<file path="src/rtl/rtr_node_inject_ctrl.sv">
// Injection-side channel controller for one router node port.
// Allocates an output VC per packet (round-robin), tracks per-VC credits and
// drives the router channel slice {valid, vc, head, tail, data} through a register.
// Optional feature: define RTR_INJ_ATOMIC_VC_EN so that a head may only take a
// VC whose credits are all home (credits == BufferSize).
module rtr_node_inject_ctrl #(
   parameter int unsigned NumVcs        = 4,
   parameter int unsigned BufferSize    = 8,
   parameter int unsigned FlitDataWidth = 64,
   localparam int unsigned VcIdxWidth   = (NumVcs > 1) ? $clog2(NumVcs) : 1,
   localparam int unsigned CredWidth    = $clog2(BufferSize + 1),
   localparam int unsigned ChannelWidth = 1 + VcIdxWidth + 2 + FlitDataWidth
) (
   input  logic                          clk_i,
   input  logic                          reset_i,
   input  logic                          in_valid_i,
   output logic                          in_ready_o,
   input  logic                          in_head_i,
   input  logic                          in_tail_i,
   input  logic [FlitDataWidth-1:0]      in_data_i,
   output logic [ChannelWidth-1:0]       channel_out_o,
   input  logic [VcIdxWidth:0]           flow_ctrl_in_i,
   output logic [NumVcs*CredWidth-1:0]   vc_credits_o,
   output logic                          busy_o,
   output logic                          error_o
);

   typedef enum logic [0:0] {StIdle, StSend} state_e;

   localparam logic [CredWidth-1:0] CredFull = CredWidth'(BufferSize);

   state_e                  state_q, state_d;
   logic [CredWidth-1:0]    cred_q [NumVcs];
   logic [CredWidth-1:0]    cred_d [NumVcs];
   logic [VcIdxWidth-1:0]   rr_q, rr_d;
   logic [VcIdxWidth-1:0]   cur_vc_q, cur_vc_d;
   logic                    err_q, err_d;
   logic [ChannelWidth-1:0] chan_q, chan_d;

   logic [NumVcs-1:0]       head_elig;
   logic                    pick_found;
   logic [VcIdxWidth-1:0]   pick_vc;
   logic [VcIdxWidth-1:0]   idx_v;
   logic                    emit, emit_head;
   logic [VcIdxWidth-1:0]   emit_vc;
   logic                    ready;
   logic                    cred_err;

   logic                    fc_valid;
   logic [VcIdxWidth-1:0]   fc_vc;
   logic                    fc_in_range;

   assign fc_valid    = flow_ctrl_in_i[VcIdxWidth];
   assign fc_vc       = flow_ctrl_in_i[VcIdxWidth-1:0];
   assign fc_in_range = 32'(fc_vc) < NumVcs;

   // Which VCs may accept a new packet head.
   always_comb begin
      head_elig = '0;
      for (int v = 0; v < NumVcs; v++) begin
`ifdef RTR_INJ_ATOMIC_VC_EN
         head_elig[v] = (cred_q[v] == CredFull);
`else
         head_elig[v] = (cred_q[v] != '0);
`endif
      end
   end

   // Round-robin search for the first eligible VC starting at the pointer.
   always_comb begin
      pick_found = 1'b0;
      pick_vc    = rr_q;
      idx_v      = '0;
      for (int unsigned i = 0; i < NumVcs; i++) begin
         idx_v = VcIdxWidth'((32'(rr_q) + i) % NumVcs);
         if (!pick_found && head_elig[idx_v]) begin
            pick_found = 1'b1;
            pick_vc    = idx_v;
         end
      end
   end

   // FSM next state, handshake and flit emission.
   always_comb begin
      state_d   = state_q;
      rr_d      = rr_q;
      cur_vc_d  = cur_vc_q;
      err_d     = err_q;
      ready     = 1'b0;
      emit      = 1'b0;
      emit_vc   = cur_vc_q;
      emit_head = in_head_i;
      unique case (state_q)
         StIdle: begin
            // Non-head flits are always taken so they can be dropped.
            ready = pick_found | ~in_head_i;
         end
         StSend: begin
            ready = (cred_q[cur_vc_q] != '0);
         end
         default: ;
      endcase
      in_ready_o = ready & ~reset_i;
      if (in_valid_i && in_ready_o) begin
         unique case (state_q)
            StIdle: begin
               if (in_head_i) begin
                  emit     = 1'b1;
                  emit_vc  = pick_vc;
                  cur_vc_d = pick_vc;
                  rr_d     = VcIdxWidth'((32'(pick_vc) + 1) % NumVcs);
                  if (!in_tail_i) state_d = StSend;
               end else begin
                  err_d = 1'b1;
               end
            end
            StSend: begin
               // A stray head mid-packet is forwarded as a body flit.
               emit      = 1'b1;
               emit_head = 1'b0;
               if (in_head_i) err_d = 1'b1;
               if (in_tail_i) state_d = StIdle;
            end
            default: ;
         endcase
      end
      chan_d = '0;
      if (emit) chan_d = {1'b1, emit_vc, emit_head, in_tail_i, in_data_i};
   end

   // Per-VC credit update; simultaneous send and return on one VC cancel out.
   always_comb begin
      cred_err = fc_valid & ~fc_in_range;
      for (int v = 0; v < NumVcs; v++) begin
         logic inc, dec;
         inc       = fc_valid & fc_in_range & (fc_vc == VcIdxWidth'(v));
         dec       = emit & (emit_vc == VcIdxWidth'(v));
         cred_d[v] = cred_q[v];
         if (inc && !dec) begin
            if (cred_q[v] == CredFull) cred_err = 1'b1;
            else                       cred_d[v] = cred_q[v] + 1'b1;
         end else if (dec && !inc) begin
            cred_d[v] = cred_q[v] - 1'b1;
         end
      end
   end

   // State registers with synchronous reset.
   always_ff @(posedge clk_i) begin
      if (reset_i) begin
         state_q  <= StIdle;
         rr_q     <= '0;
         cur_vc_q <= '0;
         err_q    <= 1'b0;
         chan_q   <= '0;
         for (int v = 0; v < NumVcs; v++) cred_q[v] <= CredFull;
      end else begin
         state_q  <= state_d;
         rr_q     <= rr_d;
         cur_vc_q <= cur_vc_d;
         err_q    <= err_d | cred_err;
         chan_q   <= chan_d;
         for (int v = 0; v < NumVcs; v++) cred_q[v] <= cred_d[v];
      end
   end

   // Flatten credit counters, VC0 in the MSBs.
   always_comb begin
      vc_credits_o = '0;
      for (int v = 0; v < NumVcs; v++) begin
         vc_credits_o[(NumVcs-1-v)*CredWidth +: CredWidth] = cred_q[v];
      end
   end

   assign channel_out_o = chan_q;
   assign busy_o        = (state_q == StSend);
   assign error_o       = err_q;

endmodule

</file>
<file path="config.mk">
export PLATFORM = sky130hd
export DESIGN_NAME = rtr_node_inject_ctrl
export DESIGN_NICKNAME = d
export VERILOG_FILES = /design/src/rtl/rtr_node_inject_ctrl.sv
export SDC_FILE = /design/constraint.sdc
export NUM_CORES = 1
export LEC_CHECK = 0
export ABC_AREA = 1
export BUFFER_PORTS_ARGS = -buffer_cell sky130_fd_sc_hd__buf_2
export CELL_PAD_IN_SITES_DETAIL_PLACEMENT = 1
export CELL_PAD_IN_SITES_GLOBAL_PLACEMENT = 1
export CORE_MARGIN = 4
export CORE_UTILIZATION = 30
export DETAILED_ROUTE_END_ITERATION = 6
export PLACE_DENSITY_LB_ADDON = 0.25
export SYNTH_ARGS = -nofsm -noshare
export SYNTH_HDL_FRONTEND = slang
export SYNTH_SLANG_ARGS = --single-unit
</file>
<file path="constraint.sdc">
create_clock -name clk_i -period 8.13 [get_ports clk_i]
set_clock_uncertainty 0.15 [all_clocks]
set_input_delay 0 -clock clk_i [delete_from_list [all_inputs] [get_ports clk_i]]
set_output_delay 0 -clock clk_i [all_outputs]
set_load 0.005 [all_outputs]
</file>
# Yosys cells after proc, flatten, opt, wreduce, memory -nomap -nowiden
# Memory sizes are Yosys's and may differ from the RTL's. A register that Yosys moved wholly into a read port is not among the register bits.
# Index checks and enable logic that the tools add are counted.
word_totals:
  wordCells: 144
  latchBits: 0
  reg_bits: 75
  inputBits: 72
  out_inout_bits: 88
  ram_bits: 16
  memories: 1
  mem_bits_ro: 0
op_classes:
  n_bitwise: 19
  shifts: 0
  n_div: 0
  eq_ne: 10
  magnitude_cmp: 4
  n_reduce_logical: 32
  mux: 60
  mul: 0
  addsub: 12
mem_list:
  columns: ["name", "depth", "word_bits", "rd", "rd_clocked_by_memory_dff", "write_ports", "line", "source"]
  rows:
  - ["cred_q", 4, 4, 5, 1, 4, "33", "logic [CredWidth-1:0] cred_q [NumVcs];"]
ops:
  columns: ["operator", "count"]
  rows:
  - ["$mux 69", 1]
  - ["$mux 4", 16]
  - ["$mux 1", 28]
  - ["$reduce_bool 4->1", 5]
  - ["$add 4x1->4 const B", 4]
  - ["$eq 4x4->1 const B", 4]
  - ["$sub 4x1->4 const B", 4]
  - ["$mux 2", 7]
  - ["$logic_and 1x1->1", 12]
  - ["$lt 2x3->1 const B", 4]
  - ["$logic_not 1->1", 11]
  - ["$and 1x1->1", 9]
  - ["$bmux 1 s2", 4]
  - ["$eq 2x2->1 const B", 4]
  - ["$pmux 1 s2", 4]
  - ["$or 1x1->1", 6]
  - ["$add 2x1->2 const B", 2]
  - ["$add 2x2->2 const B", 2]
  - ["$eq 2x1->1 const B", 2]
  - ["$logic_not 2->1", 2]
  - ["$not 1->1", 4]
  - ["$reduce_and 3->1", 1]
  - ["$reduce_or 2->1", 1]

# Logic depth before layout (Yosys ltp)
# An unclocked memory read counts as a cell.
logic_depth:
  ltp_word: 31
  depth_mapped: 28
  ltp_nobuf: 27

# Worst setup path after synthesis
# No wires, ideal clock.
synth_path:
  kind: "register -> register"
  start: "memory cred_q[0][0] (netlist name)"
  end: "memory cred_q[3][3] (netlist name)"
  period_less_slack_ns: 3.021
  arrival_time_ns: 2.739
  required_ns: 7.848
  n_path_buf: 0
  setup_time_ns: 0.132
  stages_incl_launch_ff: 22
  setup_slack_ns: 5.109
  cell_sequence: "dfxtp_1 > nor2_1 > nand3_1 > nand2_1 > o21ai_0 > nor2_4 > nand3_2 > nand3_4 > nor2_4 > nand2_4 > nand2_4 > nor2_4 > nand2_2 > nand2_1 > ha_1 > nand2_1 > nor2_1 > a211oi_1 > nand3b_1 > nand2_1 > nand3_1 > nand3_1"
synth_lines:
  columns: ["element", "line"]
  rows:
  - ["start: declaration", "33"]

==> impl_metrics.yaml <==
worst_setup_path:
  required_ns: 8.19
  cp-start-kind: "flip-flop"
  crit_fanout: 28
  reg2reg_depth: 20
  arrival_ns: 3.64
  r2r_slack_ns: 4.55
  rr_startpoint: "cred_q[2][0]"
  rr_endpoint: "cred_q[3][3]"
  cp-end-kind: "flip-flop"
  path_class: "flip-flop to flip-flop"
placement:
  pre_cts_ws_ns: 4.55
  place_congestion: 0.801
  dp_cells: 807
  place_area_um2: 4720
  port_buffers: 159
  dp_hpwl_mm: 8.93
worst_hold_path:
  hold_class: "primary input to flip-flop"
  min_delay_path_depth: 3
  worstHoldStart: "in_head_i"
  hold_end: "channel_out_o[7]"
synth:
  ys.flop_type: "dfxtp_1"
  syn_area_um2: 3740
  synth_fp_nets: 572
  synth_top_area_share_pct: 48.7
  synth_edf_count: 0
  avgSynthCellArea_um2: 7.67
  synth_top_family_by_area: "simple AND/OR/NAND/NOR gates"
  synthMuxAreaShare_pct: 0
  ys_warn_count: 0
  ys_seq_elements: 91
  netlist_instances: 488
  ys_types: 33
  yosys.area_share.simple_pct: 29.1
  ys_seq_area_share_pct: 48.7
  synth_area_leaders: "dfxtp_1 (49%), nor2_1 (11%), inv_1 (9.4%)"
  synth_xor_area_share_pct: 1.17
  synth_compound_area_share_pct: 4.68
  synthAdderAreaFrac_pct: 4.81
  yosysTopAreaCell: "dfxtp_1"
  synthArstFlopShare_pct: 0
global_routing:
  grt_pass1_vias: 4280
  grt_max_degree: 43
  antenna_found_initial: 0
  grt_pass1_wl_mm: 21.9
  grt_overflow: 0
  grt_usage_pct: 19.4
floorplanning:
  fp-row-count: 40
  core_area_um2: 12100
  die_height_um: 120
  die_w_um: 120
  start_util_pct: 30.9
  io_pins: 160
  die-area_um2: 14300
sta:
  maxSlewHeadroom_pct: 44.5
  slew_viol_final: 0
  setup_viol: 0
  worst-slew-pin-transition_ns: 0.829
  post-route-min-period_ns: 3.58
  grt_setup_unrepaired: "no"
  final-hold-violation-count: 0
  min_period_over_period_pct: 44.0
  timing.final.ws_setup_ns: 4.55
  setup_tns_ns: 0
  fmax_mhz: 279
power_and_ir_drop:
  p_per_area_nw_per_um2: 178
  ir_drop_uv: 116
  power_uw: 1020
  leakagePower_uw: 0.00313
clock_network:
  cts_buffer_depth: 2
  htree_num_levels: 3
  cts_resized: 0
  postCtsSetupBuffers: 0
  cts_tree: "built"
  cts_root_buf: "clkbuf_16"
  clk_latency_ns: 0.35
  clkTransAtPathRegs_ns: 0.07
  cts_buffers: 9
  numClockSinks: 91
run:
  cap_violations: 0
final_layout:
  area_growth_pct: 52.3
  diodes: 0
  layout.nets: 803
  layout-drive-gt1-share_pct: 28.7
  layoutNonFillerInstCount: 892
  fin_area_um2: 5700
detailed_routing:
  detail-route-antenna-nets: 0
  routed_wirelength_mm: 13.5
  wire_per_inst_um: 15.1
  vias: 3869
  wl_met2_mm: 6.79
  m1WireLength_mm: 5.55
  drt_first_iter_violations: 87
  viasPerCell: 4.34
  wl_met3_um: 933
  firstDrtPassIters: 4
  drc: 0
  top_layer_used: "met4"
status:
  status: "complete, no violations"
-- per-layer routing --
metal	global-route usage (%)	vias to the layer above
met5	0	-
met1	22.0	1801
met3	6.31	19
met2	34.5	111
li1	-	1938
met4	6.37	0
-- stage by stage --
stage | utilization, % | hold slack [ns]
after detailed placement | 39.0 | 0.0704
after CTS | 47.1 | 0.00909
after floorplan | - | -0.0809
after global routing | 47.1 | 0.0531
final | 47.1 | 0.0241
after global placement | 39.0 | 0.0614
-- area by class of cell --
| class | count | area [um2] |
|---|---|---|
| Clock buffer | 10 | 239 |
| Clock inverter | 6 | 48.8 |
| Fill cell | 1558 | 6410 |
| Inverter | 104 | 390 |
| Multi-Input combinational cell | 284 | 1500 |
| Sequential cell | 91 | 1820 |
| Tap cell | 168 | 210 |
| Timing Repair Buffer | 229 | 1490 |
-- placed cells by master, fill, tap and decap left out, types with 9 or more instances in the layout --
cell type,instances
nand3_1,39
clkbuf_16,9
dlygate4sd3_1,69
o21ai_1,9
inv_1,94
nand2_1,60
buf_2,159
nor2_1,105
dfxtp_1,91
-- critical path, cell delays in order, from the launching register on --
cell      delay, ns
dfxtp_1        0.38
nor2_2         0.26
nand3_1        0.15
nand3_1        0.09
o21ai_0        0.14
nor2_4         0.18
nand3_2        0.13
nand3_4        0.11
inv_2          0.06
o21ai_4        0.30
nor2_4         0.12
nand2_2        0.13
nand2_1        0.13
ha_1           0.38
nand2_1        0.08
nor2_1         0.04
a211oi_1       0.24
nand3b_1       0.15
nand2_1        0.07
nand3_1        0.07
nand3_1        0.07
-- Yosys cell counts, types with 4 or more instances --
| cell | n |
|---|---|
| xor2_1 | 5 |
| inv_2 | 8 |
| nor2_1 | 105 |
| clkbuf_1 | 4 |
| nand3_1 | 39 |
| o21ai_0 | 6 |
| ha_1 | 8 |
| inv_1 | 94 |
| dfxtp_1 | 91 |
| nand2_1 | 60 |
| o21ai_1 | 9 |
| buf_2 | 4 |
| nand3b_1 | 6 |
| fa_1 | 4 |
| nand2_2 | 8 |
| nor3_1 | 5 |
-- repair_timing --
action | CTS | global route
hold buffers | 69 | 0
endpoints found under the setup margin | 0 | 0
endpoints found under the hold margin | 71 | 0
-- worst max-delay path by stage --
stage,cells past startpoint,to,from
after floorplan,21,cred_q[3][3],cred_q[0][0]
after global placement,21,cred_q[0][3],cred_q[2][0]
after detailed placement,20,cred_q[3][3],cred_q[2][0]
after CTS,20,cred_q[3][3],cred_q[2][0]
after global routing,21,cred_q[3][3],rr_q[0]
final,20,cred_q[3][3],cred_q[2][0]
-- flip-flops by register name (all words and copies together) (netlist names) --
name / cells
channel_out_o: 69
cred_q: 16
cur_vc_q: 2
rr_q: 2
busy_o: 1
error_o: 1
-- kinds of logic (layout without fill, tap and decap cells) --
kind of cell             after synthesis  count (layout)
AO/OA/AOI/OAI                         28              28
XOR/XNOR                               5               5
adder cells (fa/ha/maj)               12              12
buffers and inverters                113             349
flip-flops                            91              91
AND/OR/NAND/NOR                      239             239
-- power breakdown --
part           switching (uW)  internal (uW)
Clock                     191            220
Combinational            70.0           66.2
Sequential               9.91            460
No activity file was read; power rests on OpenSTA's default activity.
